$ cat config.mk
export PLATFORM = sky130hd
export DESIGN_NAME = ifft8_stream
export DESIGN_NICKNAME = d
export VERILOG_FILES = /design/src/rtl/ifft_pkg.sv /design/src/rtl/ifft_bfly.sv /design/src/rtl/ifft8_stream.sv
export SDC_FILE = /design/constraint.sdc
export NUM_CORES = 2
export LEC_CHECK = 0
export ABC_AREA = 1
export BUFFER_PORTS_ARGS = -buffer_cell sky130_fd_sc_hd__buf_4
export CAP_MARGIN = 25
export CELL_PAD_IN_SITES_DETAIL_PLACEMENT = 1
export CELL_PAD_IN_SITES_GLOBAL_PLACEMENT = 2
export CORE_ASPECT_RATIO = 0.8
export CORE_UTILIZATION = 44
export DETAILED_ROUTE_END_ITERATION = 7
export GPL_ROUTABILITY_DRIVEN = 1
export PLACE_DENSITY = 0.95
export SYNTH_ARGS = -nofsm -noshare
export SYNTH_HDL_FRONTEND = slang
export SYNTH_SLANG_ARGS = --single-unit
$ cat constraint.sdc
create_clock -name clk -period 16.5 [get_ports clk]
set_input_delay 2.475 -clock clk [delete_from_list [all_inputs] [get_ports clk]]
set_output_delay 2.475 -clock clk [all_outputs]
set_load 0.03 [all_outputs]
$ cat src/rtl/ifft_pkg.sv
// Shared types and constants for the 8-point streaming inverse FFT:
// packed complex word, FSM states, twiddle table and bit-reversal helper.
package ifft_pkg;

  localparam int unsigned DW  = 17;
  localparam int unsigned TW  = 17;
  localparam int unsigned NPT = 8;

  typedef struct packed {
    logic signed [DW-1:0] re;
    logic signed [DW-1:0] im;
  } cplx_t;

  typedef struct packed {
    logic signed [TW-1:0] re;
    logic signed [TW-1:0] im;
  } twid_t;

  typedef enum logic [1:0] {LOAD, CALC, OUT} state_e;

  // exp(+j*2*pi*m/8), 32768 == +1.0
  localparam twid_t W0 = '{re:  17'sd32768, im: 17'sd0};
  localparam twid_t W1 = '{re:  17'sd23170, im: 17'sd23170};
  localparam twid_t W2 = '{re:  17'sd0,     im: 17'sd32768};
  localparam twid_t W3 = '{re: -17'sd23170, im: 17'sd23170};

  function automatic twid_t twiddle(input logic [1:0] m);
    case (m)
      2'd0:    return W0;
      2'd1:    return W1;
      2'd2:    return W2;
      default: return W3;
    endcase
  endfunction

  function automatic logic [2:0] bitrev3(input logic [2:0] i);
    return {i[0], i[1], i[2]};
  endfunction

endpackage

$ cat src/rtl/ifft_bfly.sv
// Combinational radix-2 butterfly: t = (b*W)>>>15, outputs sat((a+t)>>>1)
// and sat((a-t)>>>1), with floor-truncating arithmetic shifts.
module ifft_bfly
  import ifft_pkg::*;
(
  input  cplx_t a_i,
  input  cplx_t b_i,
  input  twid_t w_i,
  output cplx_t p_o,
  output cplx_t q_o
);

  localparam int unsigned PW  = DW + TW;  // partial product width
  localparam int unsigned TSW = PW - 15;  // twiddled term width
  localparam int unsigned SW  = TSW + 1;  // add/sub width

  logic signed [PW-1:0]  br, bi, wr, wi;
  logic signed [PW-1:0]  prod_re, prod_im;
  logic signed [TSW-1:0] t_re, t_im;
  logic signed [SW-1:0]  sum_re, sum_im, dif_re, dif_im;

  // Any value outside the DW-bit range clamps to the nearest rail.
  function automatic logic signed [DW-1:0] sat(input logic [SW-2:0] x);
    if (x[SW-2:DW-1] == '0 || x[SW-2:DW-1] == '1) return x[DW-1:0];
    else if (x[SW-2])                             return {1'b1, {(DW-1){1'b0}}};
    else                                          return {1'b0, {(DW-1){1'b1}}};
  endfunction

  always_comb begin
    br      = PW'(b_i.re);
    bi      = PW'(b_i.im);
    wr      = PW'(w_i.re);
    wi      = PW'(w_i.im);
    prod_re = br * wr - bi * wi;
    prod_im = br * wi + bi * wr;
    t_re    = TSW'(prod_re >>> 15);
    t_im    = TSW'(prod_im >>> 15);
    sum_re  = SW'(a_i.re) + SW'(t_re);
    sum_im  = SW'(a_i.im) + SW'(t_im);
    dif_re  = SW'(a_i.re) - SW'(t_re);
    dif_im  = SW'(a_i.im) - SW'(t_im);
    p_o.re  = sat((SW-1)'(sum_re >>> 1));
    p_o.im  = sat((SW-1)'(sum_im >>> 1));
    q_o.re  = sat((SW-1)'(dif_re >>> 1));
    q_o.im  = sat((SW-1)'(dif_im >>> 1));
  end

endmodule

$ cat src/rtl/ifft8_stream.sv
// Streaming 8-point radix-2 inverse FFT: loads bins in bit-reversed order,
// runs 12 in-place butterfly cycles, then streams time samples in order.
module ifft8_stream
  import ifft_pkg::*;
(
  input  logic          clk,
  input  logic          rst_n,
  input  logic          in_valid,
  output logic          in_ready,
  input  logic [2*DW-1:0] data_in,
  output logic          out_valid,
  input  logic          out_ready,
  output logic [2*DW-1:0] data_out,
  output logic          out_last
);

  state_e      state_q, state_d;
  logic [3:0]  cnt_q, cnt_d;
  logic [2:0]  idx_q, idx_d;
  logic        in_ready_q, out_valid_q;
  logic        load_we, calc_we;

  cplx_t       mem_q [NPT];

  logic [1:0]  stage, bidx, tw_m;
  logic [2:0]  p_addr, q_addr;
  twid_t       tw;
  cplx_t       bf_p, bf_q;

  assign stage = cnt_q[3:2];
  assign bidx  = cnt_q[1:0];

  // Closed forms of p=((b>>s)<<(s+1))+(b&(h-1)), q=p+h, m=(b&(h-1))<<(2-s).
  always_comb begin
    p_addr = '0;
    q_addr = '0;
    tw_m   = '0;
    case (stage)
      2'd0: begin
        p_addr = {bidx, 1'b0};
        q_addr = {bidx, 1'b1};
      end
      2'd1: begin
        p_addr = {bidx[1], 1'b0, bidx[0]};
        q_addr = {bidx[1], 1'b1, bidx[0]};
        tw_m   = {bidx[0], 1'b0};
      end
      default: begin
        p_addr = {1'b0, bidx};
        q_addr = {1'b1, bidx};
        tw_m   = bidx;
      end
    endcase
  end

  assign tw = twiddle(tw_m);

  ifft_bfly u_bfly (
    .a_i (mem_q[p_addr]),
    .b_i (mem_q[q_addr]),
    .w_i (tw),
    .p_o (bf_p),
    .q_o (bf_q)
  );

  always_comb begin
    state_d = state_q;
    cnt_d   = cnt_q;
    idx_d   = idx_q;
    load_we = 1'b0;
    calc_we = 1'b0;
    case (state_q)
      LOAD: begin
        if (in_valid && in_ready_q) begin
          load_we = 1'b1;
          if (cnt_q == 4'd7) begin
            state_d = CALC;
            cnt_d   = '0;
          end else begin
            cnt_d = cnt_q + 4'd1;
          end
        end
      end
      CALC: begin
        calc_we = 1'b1;
        if (cnt_q == 4'd11) begin
          state_d = OUT;
          cnt_d   = '0;
        end else begin
          cnt_d = cnt_q + 4'd1;
        end
      end
      OUT: begin
        if (out_valid_q && out_ready) begin
          if (idx_q == 3'd7) begin
            state_d = LOAD;
            idx_d   = '0;
          end else begin
            idx_d = idx_q + 3'd1;
          end
        end
      end
      default: begin
        state_d = LOAD;
        cnt_d   = '0;
        idx_d   = '0;
      end
    endcase
  end

  always_ff @(posedge clk or negedge rst_n) begin
    if (!rst_n) begin
      state_q     <= LOAD;
      cnt_q       <= '0;
      idx_q       <= '0;
      in_ready_q  <= 1'b0;
      out_valid_q <= 1'b0;
    end else begin
      state_q     <= state_d;
      cnt_q       <= cnt_d;
      idx_q       <= idx_d;
      in_ready_q  <= (state_d == LOAD);
      out_valid_q <= (state_d == OUT);
    end
  end

  // Sample buffer needs no reset: every location is rewritten on each LOAD.
  always_ff @(posedge clk) begin
    if (load_we) mem_q[bitrev3(cnt_q[2:0])] <= cplx_t'(data_in);
    if (calc_we) begin
      mem_q[p_addr] <= bf_p;
      mem_q[q_addr] <= bf_q;
    end
  end

  assign in_ready  = in_ready_q;
  assign out_valid = out_valid_q;
  assign data_out  = out_valid_q ? mem_q[idx_q] : '0;
  assign out_last  = out_valid_q && (idx_q == 3'd7);

endmodule

==> results.py <==
metrics = {
    "outcome": {
        "status": "finished, final reports clean",
    },
    "sta": {
        "maxSlewHeadroom": 0.3109,
        "fin_crit_ns": 14.37,
        "tightest_slew_ns": 1.023,
        "rsz0062_at_grt": "false",
        "tns_ns": 0,
        "hold_slack_ns": 0.6178,
        "setup_viol": 0,
        "slew_violations": 0,
        "fmax_mhz": 69.61,
        "finalCritPeriodShare": 0.8707,
        "hold_viol_final": 0,
        "fin_worst_skew_ns": 0.01691,
    },
    "synth": {
        "synth_top_family_by_area": "adder cells",
        "ys.flop_type": "edfxtp_1",
        "syn_area_per_cell_um2": 8.060,
        "ys_warn_count": 0,
        "synth_edf_count": 272,
        "ys_seq_area_frac": 0.1614,
        "syn_inst": 6490,
        "synth.area.mux_share": 0,
        "ys_async_sr_fraction": 0.03887,
        "synthAdderAreaFrac": 0.4087,
        "yosys.area_share.simple": 0.1614,
        "syn_area_um2": 52310,
        "synth_fp_nets": 7777,
        "synthDistinctLibCells": 63,
        "synth_xor_xnor_area_share": 0.02426,
        "synth-seq-cells": 283,
        "synth_compound_area_frac": 0.1176,
    },
    "die": {
        "fp-row-count": 112,
        "core_um2": 117300,
        "fp.dieH_um": 310.4,
        "initial_core_util": 0.4459,
        "fp.dieW_um": 387.5,
        "io_pins": 75,
        "die-area_um2": 120300,
    },
    "layout": {
        "drive_above_1_share": 0.06296,
        "nFillCells": 14243,
        "seqCellArea_um2": 8453,
        "area_delta_synth_final_pct": 6.356,
        "nets": 7697,
        "multi_input_area_um2": 37430,
    },
    "setup_path": {
        "crit_start": "cnt_q[3]",
        "start_kind": "register",
        "worstPathArrival_ns": 14.72,
        "crit_top_cell": "inv_1",
        "cp_max_fo": 32,
        "r2r-start": "cnt_q[3]",
        "crit_family": "adder cells",
        "critPathRequiredTime_ns": 16.85,
        "critical-path-slowest-cell": "inv_2",
        "cp-end-kind": "register",
        "r2r-end": "mem_q[6][0]",
        "worst-path-buf-inv": 12,
        "r2r_cells": 51,
        "cpPeakStageDelay_ns": 0.67,
        "rrSetupSlack_ns": 2.13,
        "path_depth": 51,
        "path_class": "register to register",
    },
    "clock_network": {
        "post-cts-setup-buffers": 0,
        "clk_pin_slew_ns": 0.08,
        "numClockSinks": 283,
        "cts_tree": "built",
        "clkLatencyLatePin_ns": 0.61,
        "cts-root-buf": "clkbuf_16",
        "cts_resized": 0,
        "ctsHoldBuffers": 0,
        "htreeDepth": 1,
        "clock_path_buffers": 3,
        "numCtsBuffers": 30,
    },
    "grt": {
        "use_met3": 0.08847,
        "grt.busiest_layer": "met2",
        "grt_pass1_wl_um": 323900,
        "grt_antenna_before_repair": 6,
        "grt_max_degree": 133,
        "grt_util_met1": 0.4843,
        "grt_pass1_vias": 50099,
        "groute.usage.overall": 0.3609,
        "met2_usage": 0.5601,
        "grt-ovfl-total": 0,
    },
    "drt": {
        "drcViolationCount": 0,
        "ant_nets": 0,
        "drt-total-wl_um": 216600,
        "num_vias": 47288,
        "wl_per_cell_um": 27.16,
        "firstDrtPassIters": 8,
        "drt-vias-per-instance": 5.930,
        "drt_iter0_drc": 5014,
    },
    "placement": {
        "hpwl_um": 166900,
        "port_buffers": 74,
        "gp_congestion": 0.9599,
    },
    "worst_hold_path": {
        "hold_class": "register to register",
        "hold_depth": 3,
        "hp-start": "state_q[0]",
        "holdPathEnd": "idx_q[2]",
    },
    "run": {
        "cap_violations": 0,
    },
}
-- Yosys cell counts, drive strengths merged, types with 2 or more instances --
cell / count / area (um2)
a2111oi: 3 / 26.28
a211oi: 3 / 22.52
a21boi: 38 / 285.3
a21o: 12 / 90.09
a21oi: 376 / 1912
a221oi: 5 / 43.79
a31oi: 52 / 331.6
a32o: 4 / 40.04
and3: 2 / 12.51
buf: 102 / 503.0
clkbuf: 178 / 668.1
clkinv: 3 / 11.26
dfrtp: 11 / 275.3
edfxtp: 272 / 8168
fa: 766 / 15330
ha: 483 / 6043
inv: 1449 / 5441
nand2: 1094 / 4359
nand3: 382 / 1979
nand3b: 6 / 48.80
nand4: 17 / 112.6
nor2: 380 / 1456
nor3: 28 / 140.1
nor4: 11 / 68.82
o211ai: 49 / 367.9
o21a: 4 / 30.03
o21ai: 535 / 2689
o21bai: 9 / 78.83
o221ai: 4 / 35.03
o22ai: 6 / 37.54
o2bb2ai: 6 / 52.55
o31ai: 10 / 75.07
or2: 41 / 256.5
xnor2: 26 / 227.7
xor2: 118 / 1041
-- state kept, by name (all words and copies together), names as in the netlist --
name       flops
state_q        2
in_ready       1
mem_q        272
out_valid      1
idx_q          3
cnt_q          4
-- metal layers --
layer | part of all wire | vias up
met1 | 0.40 | 23694
met3 | 0.12 | 627
met4 | 0.052 | 6
met5 | 0.00016 | -
met2 | 0.43 | 2780
li1 | - | 20181
-- layout by cell type, fill, tap and decap left out, types with 39 or more instances in the layout --
cell type and n:
ha_1 483, nand2_1 1023, nand3_1 370, o211ai_1 49, edfxtp_1 272, fa_1 766
buf_4 162, nor2_1 363, nand2_2 56, xor2_1 117, a21oi_1 371, inv_1 1425
o21ai_0 513, or2_2 39, a31oi_1 51
-- kinds of logic after synthesis --
| group | after synthesis |
|---|---|
| flip-flops | 283 |
| buffers and inverters | 1732 |
| adder cells (fa/ha/maj) | 1249 |
| XOR/XNOR | 144 |
| AND/OR/NAND/NOR | 1962 |
| AO/OA/AOI/OAI | 1120 |
-- layout make-up --
type	count	area share
diodes	3	0.0001349
clock buffers	35	0.01421
clock inverters	20	0.004746
inverters	1452	0.09811
multi-input cells	4475	0.6728
flip-flops and latches	283	0.1519
well taps	1539	0.03461
repair buffers	168	0.02348
-- worst max-delay path by stage --
stage / endpoint
after floorplan: mem_q[3][21]
after global placement: mem_q[3][0]
after detailed placement: mem_q[6][0]
after CTS: mem_q[6][0]
after global routing: mem_q[6][0]
final: mem_q[6][0]
-- tightest hold or removal path, cell delays in order (launching register included) --
cell and delay [ns]:
dfrtp_1 0.35, nor2_1 0.08, nand3_1 0.07, o21ai_0 0.07
-- through the flow --
step	setup slack [ns]	util	std cells	area, um2
global route	1.043	0.4742	7972	55620
finish	2.133	0.4743	7975	55630
detailed placement	2.129	0.4647	7912	54510
CTS	2.139	0.4737	7967	55570
floorplan	5.264	-	6490	52310
global placement	2.475	0.4647	7911	54500
Power is not shown: default switching activity piles up to over one toggle a cycle in this logic, so the estimate is an artifact.
